<file path="src/rtl/button_repeat_events_pkg.sv">
// Shared encodings for the button repeat event generator.
package button_repeat_events_pkg;

  localparam int unsigned COUNTER_WIDTH = 25;

  typedef enum logic [2:0] {
    S_IDLE         = 3'd0,
    S_ARM_WAIT     = 3'd1,
    S_HOLD_INITIAL = 3'd2,
    S_HOLD_REPEAT  = 3'd3,
    S_HOLD_ONCE    = 3'd4
  } state_e;

  typedef enum logic [1:0] {
    OWN_NONE = 2'd0,
    OWN_INC  = 2'd1,
    OWN_DEC  = 2'd2,
    OWN_CLR  = 2'd3
  } owner_e;

  // Level of the button that currently owns the block.
  function automatic logic owner_level(owner_e owner, logic inc, logic dec, logic clr);
    logic lvl;
    case (owner)
      OWN_INC: lvl = inc;
      OWN_DEC: lvl = dec;
      OWN_CLR: lvl = clr;
      default: lvl = 1'b0;
    endcase
    return lvl;
  endfunction

endpackage

</file>
<file path="src/rtl/button_repeat_events_repeat_timer.sv">
// Loadable saturating hold counter with a compare against the selected limit.
module repeat_timer
  import button_repeat_events_pkg::*;
#(
  parameter int unsigned CLKS_INITIAL = 12500000,
  parameter int unsigned CLKS_REPEAT  = 2500000
) (
  input  logic i_clk,
  input  logic i_reset,
  input  logic i_start,
  input  logic i_clear,
  input  logic i_run,
  input  logic i_limit_sel,
  output logic o_expired
);

  localparam logic [COUNTER_WIDTH-1:0] LIMIT_INITIAL = COUNTER_WIDTH'(CLKS_INITIAL);
  localparam logic [COUNTER_WIDTH-1:0] LIMIT_REPEAT  = COUNTER_WIDTH'(CLKS_REPEAT);
  localparam logic [COUNTER_WIDTH-1:0] COUNT_MAX     = {COUNTER_WIDTH{1'b1}};

  logic [COUNTER_WIDTH-1:0] count_q;
  logic [COUNTER_WIDTH-1:0] count_d;

  always_comb begin
    count_d = count_q;
    if (i_clear) begin
      count_d = {COUNTER_WIDTH{1'b0}};
    end else if (i_start) begin
      count_d = {{(COUNTER_WIDTH-1){1'b0}}, 1'b1};
    end else if (i_run && (count_q != COUNT_MAX)) begin
      count_d = count_q + {{(COUNTER_WIDTH-1){1'b0}}, 1'b1};
    end else begin
      count_d = count_q;
    end
  end

  always_ff @(posedge i_clk) begin
    if (i_reset) begin
      count_q <= {COUNTER_WIDTH{1'b0}};
    end else begin
      count_q <= count_d;
    end
  end

  assign o_expired = (count_q == (i_limit_sel ? LIMIT_REPEAT : LIMIT_INITIAL));

endmodule

</file>
<file path="src/rtl/button_repeat_events.sv">
// Turns debounced button levels into single-cycle inc/dec/clear pulses with
// auto-repeat on inc/dec; the first pressed button owns the block until released.
module button_repeat_events
  import button_repeat_events_pkg::*;
#(
  parameter int unsigned CLKS_INITIAL = 12500000,
  parameter int unsigned CLKS_REPEAT  = 2500000
) (
  input  logic i_Clk,
  input  logic i_Reset,
  input  logic i_Inc_Level,
  input  logic i_Dec_Level,
  input  logic i_Clr_Level,
  output logic o_Inc,
  output logic o_Dec,
  output logic o_Clr,
  output logic o_Busy
);

  state_e state_q, state_d;
  owner_e owner_q, owner_d;
  logic   inc_q, inc_d;
  logic   dec_q, dec_d;
  logic   clr_q, clr_d;
  logic   busy_q;

  logic   tmr_start, tmr_clear, tmr_run, tmr_sel, tmr_expired;
  logic   any_level, own_level;

  assign any_level = i_Inc_Level | i_Dec_Level | i_Clr_Level;
  assign own_level = owner_level(owner_q, i_Inc_Level, i_Dec_Level, i_Clr_Level);

  repeat_timer #(
    .CLKS_INITIAL (CLKS_INITIAL),
    .CLKS_REPEAT  (CLKS_REPEAT)
  ) u_timer (
    .i_clk       (i_Clk),
    .i_reset     (i_Reset),
    .i_start     (tmr_start),
    .i_clear     (tmr_clear),
    .i_run       (tmr_run),
    .i_limit_sel (tmr_sel),
    .o_expired   (tmr_expired)
  );

  always_comb begin
    state_d   = state_q;
    owner_d   = owner_q;
    inc_d     = 1'b0;
    dec_d     = 1'b0;
    clr_d     = 1'b0;
    tmr_start = 1'b0;
    tmr_clear = 1'b0;
    tmr_run   = 1'b0;
    tmr_sel   = (state_q == S_HOLD_REPEAT);
    case (state_q)
      S_IDLE: begin
        if (i_Inc_Level) begin
          owner_d   = OWN_INC;
          inc_d     = 1'b1;
          tmr_start = 1'b1;
          state_d   = S_HOLD_INITIAL;
        end else if (i_Dec_Level) begin
          owner_d   = OWN_DEC;
          dec_d     = 1'b1;
          tmr_start = 1'b1;
          state_d   = S_HOLD_INITIAL;
        end else if (i_Clr_Level) begin
          owner_d   = OWN_CLR;
          clr_d     = 1'b1;
          state_d   = S_HOLD_ONCE;
        end else begin
          state_d   = S_IDLE;
        end
      end
      S_ARM_WAIT: begin
        if (!any_level) begin
          state_d = S_IDLE;
        end else begin
          state_d = S_ARM_WAIT;
        end
      end
      S_HOLD_INITIAL, S_HOLD_REPEAT: begin
        // Release takes precedence over a coincident expiry.
        if (!own_level) begin
          owner_d   = OWN_NONE;
          tmr_clear = 1'b1;
          state_d   = S_IDLE;
        end else if (tmr_expired) begin
          inc_d     = (owner_q == OWN_INC);
          dec_d     = (owner_q == OWN_DEC);
          tmr_start = 1'b1;
          state_d   = S_HOLD_REPEAT;
        end else begin
          tmr_run   = 1'b1;
        end
      end
      S_HOLD_ONCE: begin
        if (!own_level) begin
          owner_d   = OWN_NONE;
          tmr_clear = 1'b1;
          state_d   = S_IDLE;
        end else begin
          state_d   = S_HOLD_ONCE;
        end
      end
      default: begin
        owner_d   = OWN_NONE;
        tmr_clear = 1'b1;
        state_d   = S_IDLE;
      end
    endcase
  end

  always_ff @(posedge i_Clk) begin
    if (i_Reset) begin
      state_q <= any_level ? S_ARM_WAIT : S_IDLE;
      owner_q <= OWN_NONE;
      inc_q   <= 1'b0;
      dec_q   <= 1'b0;
      clr_q   <= 1'b0;
      busy_q  <= 1'b0;
    end else begin
      state_q <= state_d;
      owner_q <= owner_d;
      inc_q   <= inc_d;
      dec_q   <= dec_d;
      clr_q   <= clr_d;
      busy_q  <= (state_d != S_IDLE);
    end
  end

  assign o_Inc  = inc_q;
  assign o_Dec  = dec_q;
  assign o_Clr  = clr_q;
  assign o_Busy = busy_q;

endmodule

</file>
<file path="config.mk">
export PLATFORM = sky130hd
export DESIGN_NAME = button_repeat_events
export DESIGN_NICKNAME = d
export VERILOG_FILES = /design/src/rtl/button_repeat_events_pkg.sv /design/src/rtl/button_repeat_events_repeat_timer.sv /design/src/rtl/button_repeat_events.sv
export SDC_FILE = /design/constraint.sdc
export NUM_CORES = 1
export LEC_CHECK = 0
export ABC_AREA = 1
export ABC_CLOCK_PERIOD_IN_PS = 2100
export CORE_AREA = 2 2 79 81
export DETAILED_ROUTE_END_ITERATION = 12
export DIE_AREA = 0 0 81 83
export PLACE_DENSITY_LB_ADDON = 0.3
export SKIP_CTS_REPAIR_TIMING = 1
export SYNTH_ARGS = -nofsm -noshare
export SYNTH_HDL_FRONTEND = slang
export SYNTH_SLANG_ARGS = --single-unit
</file>
<file path="constraint.sdc">
create_clock -name i_Clk -period 2.1 [get_ports i_Clk]
set_clock_uncertainty 0.2 [all_clocks]
set_input_delay 0.315 -clock i_Clk [delete_from_list [all_inputs] [get_ports i_Clk]]
set_output_delay 0.315 -clock i_Clk [all_outputs]
set_load 0.01 [all_outputs]
</file>
## Word-level counts from Yosys, hierarchy flattened

Cells that the tools add are included.
Widths: inputs -> output; s select.

- Register bits after elaboration: 34
- Input port bits: 5
- Output and inout bits: 4

- Add/sub/neg operators: 1
- Eq/ne operators: 11
- Mux-type cells: 37
- Bitwise logic cells: 4
- Reduce and logical (&&, ||, !) cells: 11

Operators by type and width:

| operator | count |
|---|---|
| $add 25x1->25 const B | 1 |
| $eq 25x24->1 | 1 |
| $ne 25x25->1 const B | 1 |
| $mux 24 | 1 |
| $mux 3 | 7 |
| $mux 1 | 18 |
| $pmux 3 s4 | 1 |
| $mux 2 | 4 |
| $pmux 1 s2 | 4 |
| $eq 3x2->1 const B | 2 |
| $pmux 2 s3 | 1 |
| $reduce_or 2->1 | 3 |
| $reduce_or 3->1 | 2 |
| $eq 2x2->1 const B | 2 |
| $ne 4x4->1 const B | 1 |
| $reduce_or 4->1 | 1 |
| $eq 3x1->1 const B | 1 |
| $eq 3x3->1 const B | 1 |
| $logic_not 3->1 | 1 |
| $pmux 1 s3 | 1 |
| $reduce_and 3->1 | 1 |
| $reduce_bool 3->1 | 1 |
| $eq 2x1->1 const B | 1 |
| $ne 2x2->1 const B | 1 |
| other kinds (4) | 6 |

## Logic depth before layout (Yosys ltp)

- Depth in word-level cells: 9
- Gate-level depth with buffers: 12
- Mapped depth without buffers: 11

## Modules after synthesis

A second synthesis with hierarchy kept.

- Cells, all modules: 345
- Area total of the unflattened synthesis: 2245.9 µm²

By module, submodules not included:

| module | times used | cells each | area an instance (µm²) | seq. area each (µm²) |
|---|---|---|---|---|
| repeat_timer | 1 | 268 | 1746.7 | 500.5 |
| button_repeat_events | 1 | 77 | 499.2 | 180.2 |

## Worst setup path before layout

No wires, ideal clock.

- Kind: register to register
- From: register u_timer.count_q[0]
- To: register u_timer.count_q[15]
- Library setup time: 0.066 ns
- Arrival: 1.526 ns
- Data required time: 1.834 ns
- Slack: 0.308 ns
- Cell stages (with the launch flop): 11
- Clock period less this slack: 1.792 ns
- Cells stage by stage: dfxtp_1 > ha_1 > inv_1 > nor2_4 > nand2_4 > nor2_4 > nand2_4 > nand3_4 > buf_8 > nand2_1 > a21oi_2

- Cells in the longest elaborated chain, start to end: 5

RTL lines:

| element | RTL line | text |
|---|---|---|
| from (decl) | button_repeat_events_repeat_timer.sv:21 | `logic [COUNTER_WIDTH-1:0] count_q;` |
| from (signal assigned) | button_repeat_events_repeat_timer.sv:39 | `count_q <= {COUNTER_WIDTH{1'b0}};` |
| from (signal assigned) | button_repeat_events_repeat_timer.sv:41 | `count_q <= count_d;` |
| $eq 25x24->1 | button_repeat_events_repeat_timer.sv:45 | `assign o_expired = (count_q == (i_limit_sel ? LIMIT_REPEAT : LIMIT_INITIAL));` |
| $mux 1 | button_repeat_events.sv:89 | `end else if (tmr_expired) begin` |
| $mux 1 | button_repeat_events.sv:85 | `if (!own_level) begin` |
| $pmux 1 s2 / $mux 1 (equally long branches) | button_repeat_events.sv:56 | `case (state_q)` |
| $reduce_or 3->1 (no line) / $logic_and 1x1->1 (equally long branches) | - |  |

Parallel ways exist; a longest one is shown, timed or not.
A chain may end at the register's enable or synchronous reset.

## Worst setup path after layout

- From: register u_timer.count_q[0]
- To: register u_timer.count_q[22]

The elaborated chain is that of the path after synthesis.

==> results.md <==
- CTS buffer count: 5
- Core Region: 5820 um2
- Cell family with most CP delay: simple AND/OR/NAND/NOR gates
- Pwr Density: 525 nW/um2
- CP max-delay cell: dfxtp_2
- Count of input and output buffers: 8
- Layout area overhead: 15.4%
- FMAX: 504 MHz
- CP startpoint kind: flip-flop
- Post-synthesis area per instance: 6.71 um2
- Maximum fanout along the worst path: 10
- DPL Wire Length: 3950 um
- Final nets: 369
- Run status: completed
- RePlAce Congestion: 0.913
- Post-route worst setup slack: 0.114 ns
- Min-Delay Path Class: flip-flop to flip-flop
- Core Rows: 28
- Root Driver: clkbuf_8
- Max incr delay on CP: 0.35 ns
- Most common cell after layout, fill and taps aside: nand2_1
- Data arrival, critical path: 1.97 ns
- Worst skew pair latency: 0.29 ns
- Total power: 1.38 mW
- Final Non-Filler Cells: 438
- Crit path buffers/inverters: 2
- Final ANT Viol Nets: 0
- Placed cell count: 429
- Synth Instances: 340
- Clock Tree Buf Depth: 2
- H-tree levels: 2
- Post-synth top area cell: dfxtp_1
- First-pass GRT wire length: 9110 um
- Post-route DRC violation count: 0
- Number of synthesized register bits: 34
- Die footprint: 6720 um2
- Synth top area share: 0.298
- Starting Density: 0.392
- Maxcap violations: 0
- Number of antenna diodes: 0
- Share of layout cells above drive strength 1: 0.165
- Post-route cell area: 2630 um2
- Tcrit/Tclk final: 0.946
- CTS sink cnt: 34
- Detailed Route Iter0 Violations: 130
- Fin. Hold Viols: 0
- RSZ-0062 raised after global routing: false
- Initial antenna violation count: 0
- Fin. max-slew vios: 0
- DR pass1 iterations: 4
- Die height: 83 um
- GR Overflow Total: 0
- Vias in the first global route: 1994
- P_leak: 0.937 nW
- Most frequent cells in the layout: 100 x nand2_1, 50 x nor2_1, 33 x dfxtp_1, 32 x inv_1, 31 x nand3_1
- Via-to-Cell Ratio: 4.92
- Min Hold Slack: 0.289 ns
- Post-synthesis net count: 347
- GRT Total Usage: 0.170
- CTS tree: yes
- Vias: 2155
- CP cell instances: inv_1, ha_1, nand2_1, nor2_1, nand2_1, nor2_4, nand3_4, nor2_2, nor2_2, nand2_4, buf_12, a21oi_1
- IO Pins: 9
- Peak supply drop: 0.357 mV
- Final TNS setup: 0 ns
- Worst slew pin tran: 0.317 ns
- CP Capture Type: flip-flop
- Drt wl/cell: 12.4 um
- Post-synthesis cell area: 2280 um2
- Fin crit period: 1.99 ns
- Crit path kind: flip-flop to flip-flop
- Core Util, Final: 0.453
- Final setup viols: 0
- Sequential share of the synthesized area: 0.298
- Routed wire length: 5440 um
- Top post-synthesis cells by area: dfxtp_1 30%, nand2_1 16%, nor2_1 8.2%, a21oi_2 7.7%, nand3_1 6.8%
- Dpl cell area: 2520 um2
- Worst slack at placement: 0.0186 ns
- Rel. slew slack: 0.788
- CTS clk-pin slew, worst paths: 0.07 ns
- Netlist cell types: 27
- Yosys warning count: 0
- Width of the die: 81 um
- Req. time, crit path: 2.09 ns
- Largest net degree at the start of global routing: 25
==> routing by layer <==
metal	part of all wire	up-vias	global-route usage
met1	0.48	1001	0.225
li1	-	1116	-
met2	0.48	34	0.282
met3	0.035	4	0.0337
met4	0.0064	0	0.0416
met5	0	-	0
==> report_power, final <==
group / total (mW) / internal [mW] / leakage (nW) / switching, mW
combinational: 0.192 / 0.0814 / 0.613 / 0.111
clock: 0.512 / 0.265 / 0.0482 / 0.247
sequential: 0.677 / 0.663 / 0.276 / 0.0144
==> worst min-delay path, cell delays in order (launching register included) <==
cell and delay, ns:
dfxtp_1 0.30, inv_1 0.08, a21oi_1 0.07
==> synth_stat cells, drive strengths merged <==
| master | n |
|---|---|
| xnor2 | 7 |
| a21oi | 32 |
| ha | 2 |
| nand3 | 34 |
| nor4 | 1 |
| dfxtp | 34 |
| xor2 | 15 |
| o21ai | 5 |
| nor2 | 57 |
| inv | 34 |
| nand4 | 1 |
| o21a | 1 |
| nand2 | 105 |
| a31oi | 1 |
| buf | 6 |
| nor3 | 3 |
| clkbuf | 2 |
==> final timing paths <==
path | from | end | slack (ns) | cells after the start
worst max-delay path | u_timer.count_q[0]$_SDFFE_PP0P_ | u_timer.count_q[22]$_SDFFE_PP0P_ | 0.11 | 12
worst min-delay path | u_timer.count_q[24]$_SDFFE_PP0P_ | u_timer.count_q[24]$_SDFFE_PP0P_ | 0.29 | 2
worst min register to register | u_timer.count_q[24]$_SDFFE_PP0P_ | u_timer.count_q[24]$_SDFFE_PP0P_ | 0.29 | 2
worst max register to register | u_timer.count_q[0]$_SDFFE_PP0P_ | u_timer.count_q[22]$_SDFFE_PP0P_ | 0.11 | 12
==> sequential cells by signal, summed over array words and instances, names as in the netlist <==
signal / count
state_q: 3
o_Busy: 1
o_Inc: 1
owner_q: 2
u_timer.count_q: 25
o_Clr: 1
o_Dec: 1
==> logic make-up after synthesis <==
group,synth area share
xor gates and xnor gates,0.0845
AOI/OAI and AO/OA,0.120
adders and majority gates,0.0110
buffers and inverters,0.0965
and+or+nand+nor,0.389
DFF,0.298
==> final cells by class <==
type / instances / area, um2
fillers: 608 / 3180
multi-input cells: 265 / 1400
flip-flops and latches: 34 / 682
repair buffers: 22 / 235
inverters: 34 / 128
well taps: 75 / 93.8
clock buffers: 7 / 86.3
clock inverters: 1 / 5.00
Note: power is estimated with default switching activity, not from simulation.
